`config.mk`:
```
export PLATFORM = sky130hd
export DESIGN_NAME = add32_seq_ctrl
export DESIGN_NICKNAME = d
export VERILOG_FILES = /design/src/rtl/add_seq_pkg.sv /design/src/rtl/add32_seq_ctrl_rca.sv /design/src/rtl/add32_seq_ctrl.sv
export SDC_FILE = /design/constraint.sdc
export NUM_CORES = 1
export LEC_CHECK = 0
export ABC_AREA = 1
export CORE_AREA = 3 3 104 106
export DETAILED_ROUTE_END_ITERATION = 8
export DIE_AREA = 0 0 107 109
export HOLD_SLACK_MARGIN = 0.05
export PLACE_DENSITY = 0.81
export SLEW_MARGIN = 20
export SYNTH_ARGS = -nofsm -noshare
export SYNTH_HDL_FRONTEND = slang
export SYNTH_SLANG_ARGS = --single-unit
```
`constraint.sdc`:
```
create_clock -name clk -period 4.5 [get_ports clk]
set_input_delay 0.9 -clock clk [delete_from_list [all_inputs] [get_ports clk]]
set_output_delay 0.9 -clock clk [all_outputs]
set_load 0.02 [all_outputs]
```
`src/rtl/add_seq_pkg.sv`:
```
// add_seq_pkg: shared types and sizing for the sequential 32-bit adder
package add_seq_pkg;
  localparam int W_SLICE = 8;
  localparam int N_BEATS = 4;
  localparam int BEAT_W = $clog2(N_BEATS);
  localparam logic [BEAT_W-1:0] LAST_BEAT = BEAT_W'(N_BEATS - 1);
  typedef enum logic [1:0] {IDLE, BUSY, DONE} state_t;
endpackage

```
`src/rtl/add32_seq_ctrl_rca.sv`:
```
// RCA_8bit: 8-bit ripple-carry adder slice
module RCA_8bit
  import add_seq_pkg::*;
(
  input  logic [W_SLICE-1:0] a,
  input  logic [W_SLICE-1:0] b,
  input  logic               cin,
  output logic [W_SLICE-1:0] sum,
  output logic               cout
);
  logic [W_SLICE:0] c;
  assign c[0] = cin;
  assign cout = c[W_SLICE];
  for (genvar i = 0; i < W_SLICE; i++) begin : g_fa
    assign sum[i] = a[i] ^ b[i] ^ c[i];
    assign c[i+1] = (a[i] & b[i]) | (c[i] & (a[i] ^ b[i]));
  end
endmodule

```
`src/rtl/add32_seq_ctrl.sv`:
```
// add32_seq_ctrl: 32-bit add/sub computed one byte per beat through a shared 8-bit slice
module add32_seq_ctrl
  import add_seq_pkg::*;
(
  input  logic        clk,
  input  logic        rst,
  input  logic        in_valid,
  output logic        in_ready,
  input  logic [31:0] a,
  input  logic [31:0] b,
  input  logic        cin,
  input  logic        sub,
  output logic        out_valid,
  input  logic        out_ready,
  output logic [31:0] sum,
  output logic        cout,
  output logic        ovf
);
  state_t state, state_n;
  logic [BEAT_W-1:0] beat;
  logic c;
  logic [31:0] a_r, b_r;
  logic [W_SLICE-1:0] s;
  logic co, accept;
  logic [4:0] base;
  assign base = {beat, 3'b000};
  assign in_ready = (state == IDLE) || (state == DONE && out_ready);
  assign out_valid = (state == DONE);
  assign accept = in_valid && in_ready;
  RCA_8bit u_slice (
    .a    (a_r[base +: W_SLICE]),
    .b    (b_r[base +: W_SLICE]),
    .cin  (c),
    .sum  (s),
    .cout (co)
  );
  // Next state: BUSY runs to the last beat; DONE may hand off straight into a new op
  always_comb begin
    state_n = state;
    if (state == BUSY) state_n = (beat == LAST_BEAT) ? DONE : BUSY;
    else if (accept) state_n = BUSY;
    else if (state == DONE && out_ready) state_n = IDLE;
  end
  // State, operand latch and per-beat write-back of the slice result
  always_ff @(posedge clk) begin
    if (rst) begin
      state <= IDLE;
      beat  <= '0;
      c     <= 1'b0;
      a_r   <= '0;
      b_r   <= '0;
      sum   <= '0;
      cout  <= 1'b0;
      ovf   <= 1'b0;
    end else begin
      state <= state_n;
      if (accept) begin
        a_r  <= a;
        b_r  <= b ^ {32{sub}};
        c    <= cin ^ sub;
        beat <= '0;
      end else if (state == BUSY) begin
        sum[base +: W_SLICE] <= s;
        c    <= co;
        beat <= beat + 1'b1;
        if (beat == LAST_BEAT) begin
          cout <= co;
          ovf  <= (a_r[31] == b_r[31]) && (s[W_SLICE-1] != a_r[31]);
        end
      end
    end
  end
endmodule

```
Word-level counts from Yosys, hierarchy flattened
Cells that the tools add are included.
- bits in registers: 103
- output and inout bits: 36
- logic and storage cells: 79
- add/sub/neg operators: 2
- eq/ne operators: 5
- shifts and indexed selects: 4
- multiplexer cells: 7
- bitwise operators: 43
- reduce and logical (&&, ||, !) cells: 10
- operators by type and width (operator ; count):
    $shiftx 32x6->8 ; 2
    $bwmux 32 ; 1
    $shift 8x7->32 const A ; 1
    $shiftx 8x7->32 ; 1
    $xor 32x32->32 ; 1
    $xor 1x1->1 ; 17
    $and 1x1->1 ; 16
    $mux 2 ; 4
    $or 1x1->1 ; 8
    $neg 5->7 ; 1
    $eq 2x2->1 const B ; 2
    $logic_and 1x1->1 ; 3
    $reduce_and 3->1 ; 1
    $reduce_bool 3->1 ; 1
    $add 2x1->2 const B ; 1
    $eq 2x1->1 const B ; 1
    $logic_not 2->1 ; 1
    $mux 1 ; 2
    $reduce_and 2->1 ; 1
    $reduce_bool 2->1 ; 1
    $reduce_or 2->1 ; 1
    $eq 1x1->1 ; 1
    $logic_or 1x1->1 ; 1
    $ne 1x1->1 ; 1
    $not 1->1 ; 1

Logic depth before layout (Yosys ltp)
Gate-level depths: netlist (run 1).
- depth in word-level cells: 20
- gate-level depth with buffers: 22
- mapped depth without buffers: 20

By module
Synthesis (run 1) repeated with hierarchy kept, for this count alone.
- cells, all modules: 781
- area total of the unflattened synthesis: 5268.8 um^2
- modules (own cells, without submodules) (module ; instances ; cells each ; area an instance (um^2)):
    add32_seq_ctrl ; 1 ; 763 ; 5071.1
    RCA_8bit ; 1 ; 18 ; 197.7

Worst setup path before layout (run 1)
OpenSTA, ideal clock, no wires.
- path kind: reg2reg
- start point: register beat[0]
- end point: register sum[15]
- library setup time: 65 ps
- arrival time: 3943 ps
- data required time: 4435 ps
- slack: 492 ps
- cell stages (with the launch flop): 22
- path buffers: 2
- path through: dfxtp_1 > buf_2 > clkbuf_1 > a21oi_1 > a21oi_1 > fa_1 > fa_1 > fa_1 > inv_1 > fa_1 > fa_1 > inv_1 > fa_1 > inv_1 > fa_1 > fa_1 > inv_1 > nor2_1 > nand2_1 > nor2_1 > nor2_1 > nor2_1
- longest elaborated chain between the ends: 19
- elaborated cells on any way between the ends: 43
- ends and longest elaborated chain (what ; line ; text):
    from (decl) ; add32_seq_ctrl.sv:20 ; logic [BEAT_W-1:0] beat;
    from (signal assigned) ; add32_seq_ctrl.sv:65 ; beat <= beat + 1'b1;
    $shiftx 32x6->8, on equally long branches ; add32_seq_ctrl.sv:31, add32_seq_ctrl.sv:32 ;
    $xor 1x1->1 ; add32_seq_ctrl_rca.sv:15, add32_seq_ctrl_rca.sv:16 ;
    $and 1x1->1 ; add32_seq_ctrl_rca.sv:16 ; assign c[i+1] = (a[i] & b[i]) | (c[i] & (a[i] ^ b[i]));
    $or 1x1->1 ; add32_seq_ctrl_rca.sv:16 ;
    $and 1x1->1 ; add32_seq_ctrl_rca.sv:16 ;
    $or 1x1->1 ; add32_seq_ctrl_rca.sv:16 ;
    $and 1x1->1 ; add32_seq_ctrl_rca.sv:16 ;
    $or 1x1->1 ; add32_seq_ctrl_rca.sv:16 ;
    [... 3 more ...] ; -- ;
    $or 1x1->1 ; add32_seq_ctrl_rca.sv:16 ;
    $and 1x1->1 ; add32_seq_ctrl_rca.sv:16 ;
    $or 1x1->1 ; add32_seq_ctrl_rca.sv:16 ;
    $and 1x1->1 ; add32_seq_ctrl_rca.sv:16 ;
    $or 1x1->1 ; add32_seq_ctrl_rca.sv:16 ;
    $xor 1x1->1 ; add32_seq_ctrl_rca.sv:15 ; assign sum[i] = a[i] ^ b[i] ^ c[i];
    $shiftx 8x7->32 ; add32_seq_ctrl.sv:63 ; sum[base +: W_SLICE] <= s;
    $bwmux 32 * ; add32_seq_ctrl.sv:63 ;
    to (signal, indexed assignment) ; add32_seq_ctrl.sv:63 ;
    to (decl) ; add32_seq_ctrl.sv:15 ; output logic [31:0] sum,
Every way passes the cells marked *; elsewhere a longest branch is shown, timed or not.
A chain may end at the register's enable or synchronous reset.

Worst setup path in the final report (run 1)
Same ends and word-level chain as after synthesis.

==> summary.md, run 1 <==
• CP Depth: 20
• pin count of the biggest net entering global routing: 67
• largest stage delay on the critical path: 0.48 ns
• via-per-instance ratio: 4.97
• number of instances in the synthesized netlist: 728
• post-synth net total: 811
• total setup violations reported at the end of the flow: 0
• detailed-placement wirelength estimate: 9170 um
• cell area after synthesis: 5100 um2
• clk_lat worst skew: 0.36 ns
• R2R Path End: sum[15]
• setup repair after global routing missed its margin: false
• crit path launch: beat[0]
• first-pass GRT wire length: 20000 um
• number of buffers inserted for hold repair after clock tree synthesis: 0
• die height: 109 um
• arrival time at the worst endpoint: 4.33 ns
• Root Driver: sky130_fd_sc_hd__clkbuf_8
• # Max-Cap Violations: 0
• Worst path most repeated cell: sky130_fd_sc_hd__fa_1
• Site Rows: 36
• number of cells on the worst reg-to-reg path: 20
• period utilisation layout: 0.911
• Total Wirelength: 12000 um
• via count of the first global-routing pass: 4386
• starting DRC count in detailed routing: 286
• largest cells by area after synthesis: sky130_fd_sc_hd__dfxtp_1 (40%), sky130_fd_sc_hd__nand2_1 (12%), sky130_fd_sc_hd__nor2_1 (7.8%)
• count of vias placed by the detailed router: 4704
• area share of the largest cell type after synthesis: 0.404
• worst voltage drop across the vdd grid: 0.000212 V
• most frequent standard cell in the layout excluding fill and tap cells: sky130_fd_sc_hd__nand2_1
• total global-route track usage: 0.211
• number of buffers on the longest clock path: 2
• actual transition at the worst max-transition pin: 0.848 ns
• leak pwr: 2.83 nW
• post-synth cell types: 25
• chip width: 107 um
• Worst Hold Class: reg -> reg
• Layout Area Growth over Synthesis: 25.9%
• Worst path top cell family by delay: adder cells
• first-pass iteration count of the detailed router: 5
• cts bufs inserted: 9
• WS Path Type: reg -> reg
• total I/O pin count: 106
• number of buffer and inverter instances along the worst setup path: 4
• clock transition at the register clock pins on the worst setup and hold paths after CTS: 0.10 ns
• run status: complete, no violations
• cell breakdown of the critical path: o21ai_0 -> a21oi_1 -> a21oi_1 -> fa_1 -> fa_1 -> fa_1 -> inv_1 -> fa_1 -> fa_1 -> inv_1 -> fa_1 -> inv_1 -> fa_1 -> fa_1 -> inv_1 -> nor2_1 -> nand2_1 -> nor2_1 -> nor2_1 -> nor2_1
• critical path capture point type: flip-flop
• crit path max fanout: 14
• Resize count post-CTS: 0
• die footprint: 11700 um2
• fraction of final layout cells sized beyond drive strength 1: 0.0516
• port buffer count: 105
• largest area contributor in the synthesized netlist: sky130_fd_sc_hd__dfxtp_1
• fraction of the core area covered by cells at the end of the flow: 0.651
• register bit count reported by yosys: 103
• mean instance size in the synthesized netlist: 7.01 um2
• Max Transition Viols Final: 0
• buffers inserted by post-CTS timing repair: 0
• time the final worst path needs with I/O delays and setup: 4.10 ns
• max frequency: 244 MHz
• NumNets Final: 892
• sequential-to-total area share from yosys stat: 0.404
• Ys Warns: 0
• final hold viol count: 0
• destination of the critical timing path: sum[15]
• GR Overflow Total: 0
• Std-Cell Core Area: 9860 um2
• ANT nets after route: 0
• required time of the critical path: 4.73 ns
• slowest stage cell on the critical path: sky130_fd_sc_hd__dfxtp_2
• Initial Utilization: 0.517
• register-to-register path setup slack: 0.40 ns
• DRC viols: 0
• final antenna diode count: 0
• placer congestion estimate: 0.901
• headroom to the max-slew limit: 0.435
• number of antenna violations at the first check in global routing: 0
• final clock skew: 0.00944 ns
• power density over the cells: 327 nW/um2
• H-Tree Level Count: 3
• RR Startpoint: beat[0]
• TritonCTS clock tree: built
• clock net sink count: 103
• startpoint types: flip-flop
• commonest cells after routing, fill and taps aside: sky130_fd_sc_hd__nand2_1 (160), sky130_fd_sc_hd__nor2_1 (106), sky130_fd_sc_hd__clkdlybuf4s50_1 (104), sky130_fd_sc_hd__dfxtp_1 (101)
• Avg WL per Cell: 12.7 um
• Filler Cell Count: 863
• total negative setup slack: 0 ns
[synth_stat cells]
cell type,n
sky130_fd_sc_hd__a21oi_1,38
sky130_fd_sc_hd__and2_1,2
sky130_fd_sc_hd__buf_1,1
sky130_fd_sc_hd__buf_2,29
sky130_fd_sc_hd__buf_4,3
sky130_fd_sc_hd__buf_6,1
sky130_fd_sc_hd__clkbuf_1,9
sky130_fd_sc_hd__clkinv_1,1
sky130_fd_sc_hd__dfxtp_1,103
sky130_fd_sc_hd__fa_1,8
sky130_fd_sc_hd__ha_1,5
sky130_fd_sc_hd__inv_1,75
sky130_fd_sc_hd__inv_2,4
sky130_fd_sc_hd__nand2_1,160
sky130_fd_sc_hd__nand2_4,1
sky130_fd_sc_hd__nand3_1,75
sky130_fd_sc_hd__nand3_4,2
sky130_fd_sc_hd__nand3b_1,4
sky130_fd_sc_hd__nand4_1,1
sky130_fd_sc_hd__nor2_1,106
sky130_fd_sc_hd__nor2_2,3
sky130_fd_sc_hd__o21ai_0,53
sky130_fd_sc_hd__o22ai_1,8
sky130_fd_sc_hd__or2_2,4
sky130_fd_sc_hd__xor2_1,32
[cell type report]
class | instances | area [um2] | share of cell area
Clock buffer | 9 | 124 | 0.0193
Clock inverter | 7 | 128 | 0.0199
Inverter | 80 | 300 | 0.0468
Multi-Input combinational cell | 502 | 2520 | 0.393
Sequential cell | 103 | 2060 | 0.321
Tap cell | 133 | 166 | 0.0259
Timing Repair Buffer | 113 | 1120 | 0.174
[metal layers]
metal / wire length (um) / global-route usage
met5: 0 / 0
met4: 194 / 0.0667
met3: 677 / 0.0296
met2: 5920 / 0.366
met1: 5220 / 0.272
[flip-flops by register name, indices dropped and copies added, names as in the netlist]
signal / count
state: 2
beat: 2
a_r: 32
c: 1
sum: 32
cout: 1
b_r: 32
ovf: 1
[power breakdown]
part           internal, mW  switching (mW)
Clock                 0.377           0.326
Combinational         0.173           0.220
Sequential            0.968          0.0335
[worst min-delay path by stage]
| stage | start | slack, ns | to | cells past startpoint |
|---|---|---|---|---|
| 5_1_grt | sum[3] | 0.49 | sum[3] | 2 |
| 2_1_floorplan | b_r[0] | 0.44 | b_r[0] | 2 |
| 4_1_cts | sum[4] | 0.46 | sum[4] | 2 |
| 3_3_place_gp | sum[6] | 0.44 | sum[6] | 2 |
| 3_5_place_dp | sum[4] | 0.45 | sum[4] | 2 |
| 6_report | sum[4] | 0.45 | sum[4] | 2 |
[worst min-delay path: stages, from the launching register on]
cell,delay (ns)
sky130_fd_sc_hd__dfxtp_1,0.32
sky130_fd_sc_hd__inv_1,0.05
sky130_fd_sc_hd__a21oi_1,0.05
[kinds of logic (layout without fill, tap and decap cells)]
| family | Yosys count | count (layout) | share of synthesized area |
|---|---|---|---|
| buffers and inverters | 123 | 209 | 0.101 |
| XOR/XNOR | 32 | 32 | 0.0550 |
| adder cells (fa/ha/maj) | 13 | 13 | 0.0437 |
| flip-flops | 103 | 103 | 0.404 |
| AND/OR/NAND/NOR | 358 | 358 | 0.297 |
| AO/OA/AOI/OAI | 99 | 99 | 0.0991 |
[stage by stage]
stage | power, mW | worst slack, ns | cell area [um2] | hold WS, ns | instances
2_1_floorplan | 1.27 | 0.492 | 5100 | 0.444 | 728
3_3_place_gp | 1.40 | 0.404 | 6170 | 0.437 | 931
4_1_cts | 2.10 | 0.270 | 6420 | 0.461 | 947
5_1_grt | 2.20 | 0.0426 | 6420 | 0.487 | 947
6_report | 2.10 | 0.401 | 6420 | 0.455 | 947
3_5_place_dp | 1.41 | 0.298 | 6170 | 0.446 | 931
Power figures use the tool's default switching activity.
==> run 2: changes to the inputs <==
--- a/config.mk
+++ b/config.mk
@@ -6,6 +6,7 @@
 export NUM_CORES = 1
 export LEC_CHECK = 0
 export ABC_AREA = 1
+export CAP_MARGIN = 10
 export CORE_AREA = 3 3 104 106
 export DETAILED_ROUTE_END_ITERATION = 8
 export DIE_AREA = 0 0 107 109
==> results of run 2 <==
Final layout, timing and power as in run 1 (identical DEF).
==> run 3: changes to the inputs <==
--- a/config.mk
+++ b/config.mk
@@ -7,11 +7,14 @@
 export LEC_CHECK = 0
 export ABC_AREA = 1
 export CAP_MARGIN = 10
-export CORE_AREA = 3 3 104 106
+export CELL_PAD_IN_SITES_DETAIL_PLACEMENT = 0
+export CELL_PAD_IN_SITES_GLOBAL_PLACEMENT = 1
+export CORE_AREA = 3 3 120 122
+export CTS_BUF_LIST = sky130_fd_sc_hd__clkbuf_8
 export DETAILED_ROUTE_END_ITERATION = 8
-export DIE_AREA = 0 0 107 109
+export DIE_AREA = 0 0 123 125
 export HOLD_SLACK_MARGIN = 0.05
-export PLACE_DENSITY = 0.81
+export PLACE_DENSITY_LB_ADDON = 0.1
 export SLEW_MARGIN = 20
 export SYNTH_ARGS = -nofsm -noshare
 export SYNTH_HDL_FRONTEND = slang
==> summary.md, run 3 (synthesis results as in run 1) <==
• crit path max fanout: 11
• DRC viols: 0
• biggest registers after layout: a_r x32, b_r x32, sum x32
• cell total after placement: 976
• total global-route track usage: 0.176
• Root Driver: sky130_fd_sc_hd__clkbuf_8
• fraction of the core area covered by cells at the end of the flow: 0.483
• number of cells on the worst reg-to-reg path: 20
• Max Transition Viols Final: 0
• chip width: 123 um
• Resize count post-CTS: 0
• critical path capture point type: flip-flop
• # Max-Cap Violations: 0
• GR Overflow Total: 0
• required time of the critical path: 4.75 ns
• worst voltage drop across the vdd grid: 0.000173 V
• arrival time at the worst endpoint: 4.46 ns
• ANT nets after route: 0
• fraction of final layout cells sized beyond drive strength 1: 0.0502
• commonest cells after routing, fill and taps aside: sky130_fd_sc_hd__nand2_1 (160), sky130_fd_sc_hd__nor2_1 (106), sky130_fd_sc_hd__clkdlybuf4s50_1 (104), sky130_fd_sc_hd__dfxtp_1 (102), sky130_fd_sc_hd__inv_1 (77)
• cell depth of the worst min-delay path: 2
• fin area: 6420 um2
• starting DRC count in detailed routing: 321
• pin count of the biggest net entering global routing: 57
• startpoint types: flip-flop
• die footprint: 15400 um2
• Post-DP Area: 6220 um2
• leak pwr: 2.82 nW
• first-pass iteration count of the detailed router: 4
• final antenna diode count: 0
• Worst Hold Path EP: sum[3]
• actual transition at the worst max-transition pin: 0.849 ns
• Avg WL per Cell: 13.3 um
• number of buffers inserted for hold repair after clock tree synthesis: 0
• time the final worst path needs with I/O delays and setup: 4.21 ns
• most frequent standard cell in the layout excluding fill and tap cells: sky130_fd_sc_hd__nand2_1
• total setup violations reported at the end of the flow: 0
• total negative setup slack: 0 ns
• run status: complete, no violations
• NumNets Final: 894
• die height: 125 um
• Total Wirelength: 13200 um
• cts bufs inserted: 9
• detailed-placement wirelength estimate: 9940 um
• Layout Area Growth over Synthesis: 25.8%
• clk_lat worst skew: 0.38 ns
• count of vias placed by the detailed router: 4580
• TritonCTS clock tree: built
• placer congestion estimate: 0.870
• number of antenna violations at the first check in global routing: 0
• Initial Utilization: 0.384
• clock net sink count: 103
• buffers inserted by post-CTS timing repair: 0
• start point of the worst min-delay path: sum[3]
• WS Path Type: reg -> reg
• register-to-register path setup slack: 0.29 ns
• via count of the first global-routing pass: 4340
• Worst Hold Class: reg -> reg
• number of buffers on the longest clock path: 2
• period utilisation layout: 0.936
• final clock skew: 0.0139 ns
• H-Tree Level Count: 3
• headroom to the max-slew limit: 0.434
• power density over the cells: 307 nW/um2
• total I/O pin count: 106
• R2R Path End: sum[15]
• Site Rows: 42
• Filler Cell Count: 1376
• Std-Cell Core Area: 13300 um2
• clock transition at the register clock pins on the worst setup and hold paths after CTS: 0.09 ns
• final hold viol count: 0
• RR Startpoint: beat[1]
• via-per-instance ratio: 4.62
• port buffer count: 105
• max frequency: 238 MHz
• setup repair after global routing missed its margin: false
• first-pass GRT wire length: 21500 um
• final instance count without filler cells: 992
run 3: report_power, final:
part	total (mW)	internal [mW]	switching, mW
logic	0.401	0.174	0.226
clock network	0.569	0.266	0.303
registers	1.00	0.968	0.0334
total	1.97	1.41	0.563
run 3: layout make-up:
cell class / instances / area (um2) / share of cell area
multi-input combinational: 502 / 2520 / 0.393
sequential: 103 / 2060 / 0.322
timing repair buffer: 115 / 1120 / 0.175
inverter: 80 / 300 / 0.0468
tap: 176 / 220 / 0.0343
clock buffer: 10 / 138 / 0.0215
clock inverter: 6 / 52.6 / 0.00819
run 3: routing by layer:
layer	up-vias	track usage	wire length, um
met4	0	0.0489	138
met2	97	0.288	6330
li1	2434	-	-
met3	10	0.0416	599
met1	2039	0.231	6090
met5	-	0	0
run 3: worst max-delay path: stages (launching register included):
cell and delay, ns:
sky130_fd_sc_hd__dfxtp_1 0.51, sky130_fd_sc_hd__o21ai_0 0.13, sky130_fd_sc_hd__a21oi_1 0.14, sky130_fd_sc_hd__a21oi_1 0.07
sky130_fd_sc_hd__fa_1 0.41, sky130_fd_sc_hd__fa_1 0.39, sky130_fd_sc_hd__fa_1 0.37, sky130_fd_sc_hd__inv_1 0.08
sky130_fd_sc_hd__fa_1 0.18, sky130_fd_sc_hd__fa_1 0.17, sky130_fd_sc_hd__inv_1 0.05, sky130_fd_sc_hd__fa_1 0.37
sky130_fd_sc_hd__inv_1 0.08, sky130_fd_sc_hd__fa_1 0.18, sky130_fd_sc_hd__fa_1 0.46, sky130_fd_sc_hd__inv_1 0.09
sky130_fd_sc_hd__nor2_1 0.06, sky130_fd_sc_hd__nand2_1 0.11, sky130_fd_sc_hd__nor2_1 0.05, sky130_fd_sc_hd__nor2_1 0.11
sky130_fd_sc_hd__nor2_1 0.04
run 3: worst max path at each step:
stage                 start      end  slack, ns  cells after the start
floorplan           beat[0]  sum[15]       0.49                     21
global placement    beat[0]  sum[15]       0.41                     20
detailed placement  beat[0]  sum[15]       0.30                     20
CTS                 beat[0]  sum[15]       0.28                     20
global route        beat[1]  sum[15]       0.03                     20
finish              beat[1]  sum[15]       0.29                     20
run 3: through the flow:
stage          setup slack [ns]  power, mW  hold slack [ns]
6_report                  0.290       1.97            0.449
5_1_grt                  0.0254       2.09            0.484
4_1_cts                   0.279       2.00            0.459
3_5_place_dp              0.301       1.43            0.444
3_3_place_gp              0.411       1.42            0.440
2_1_floorplan             0.492       1.27            0.444
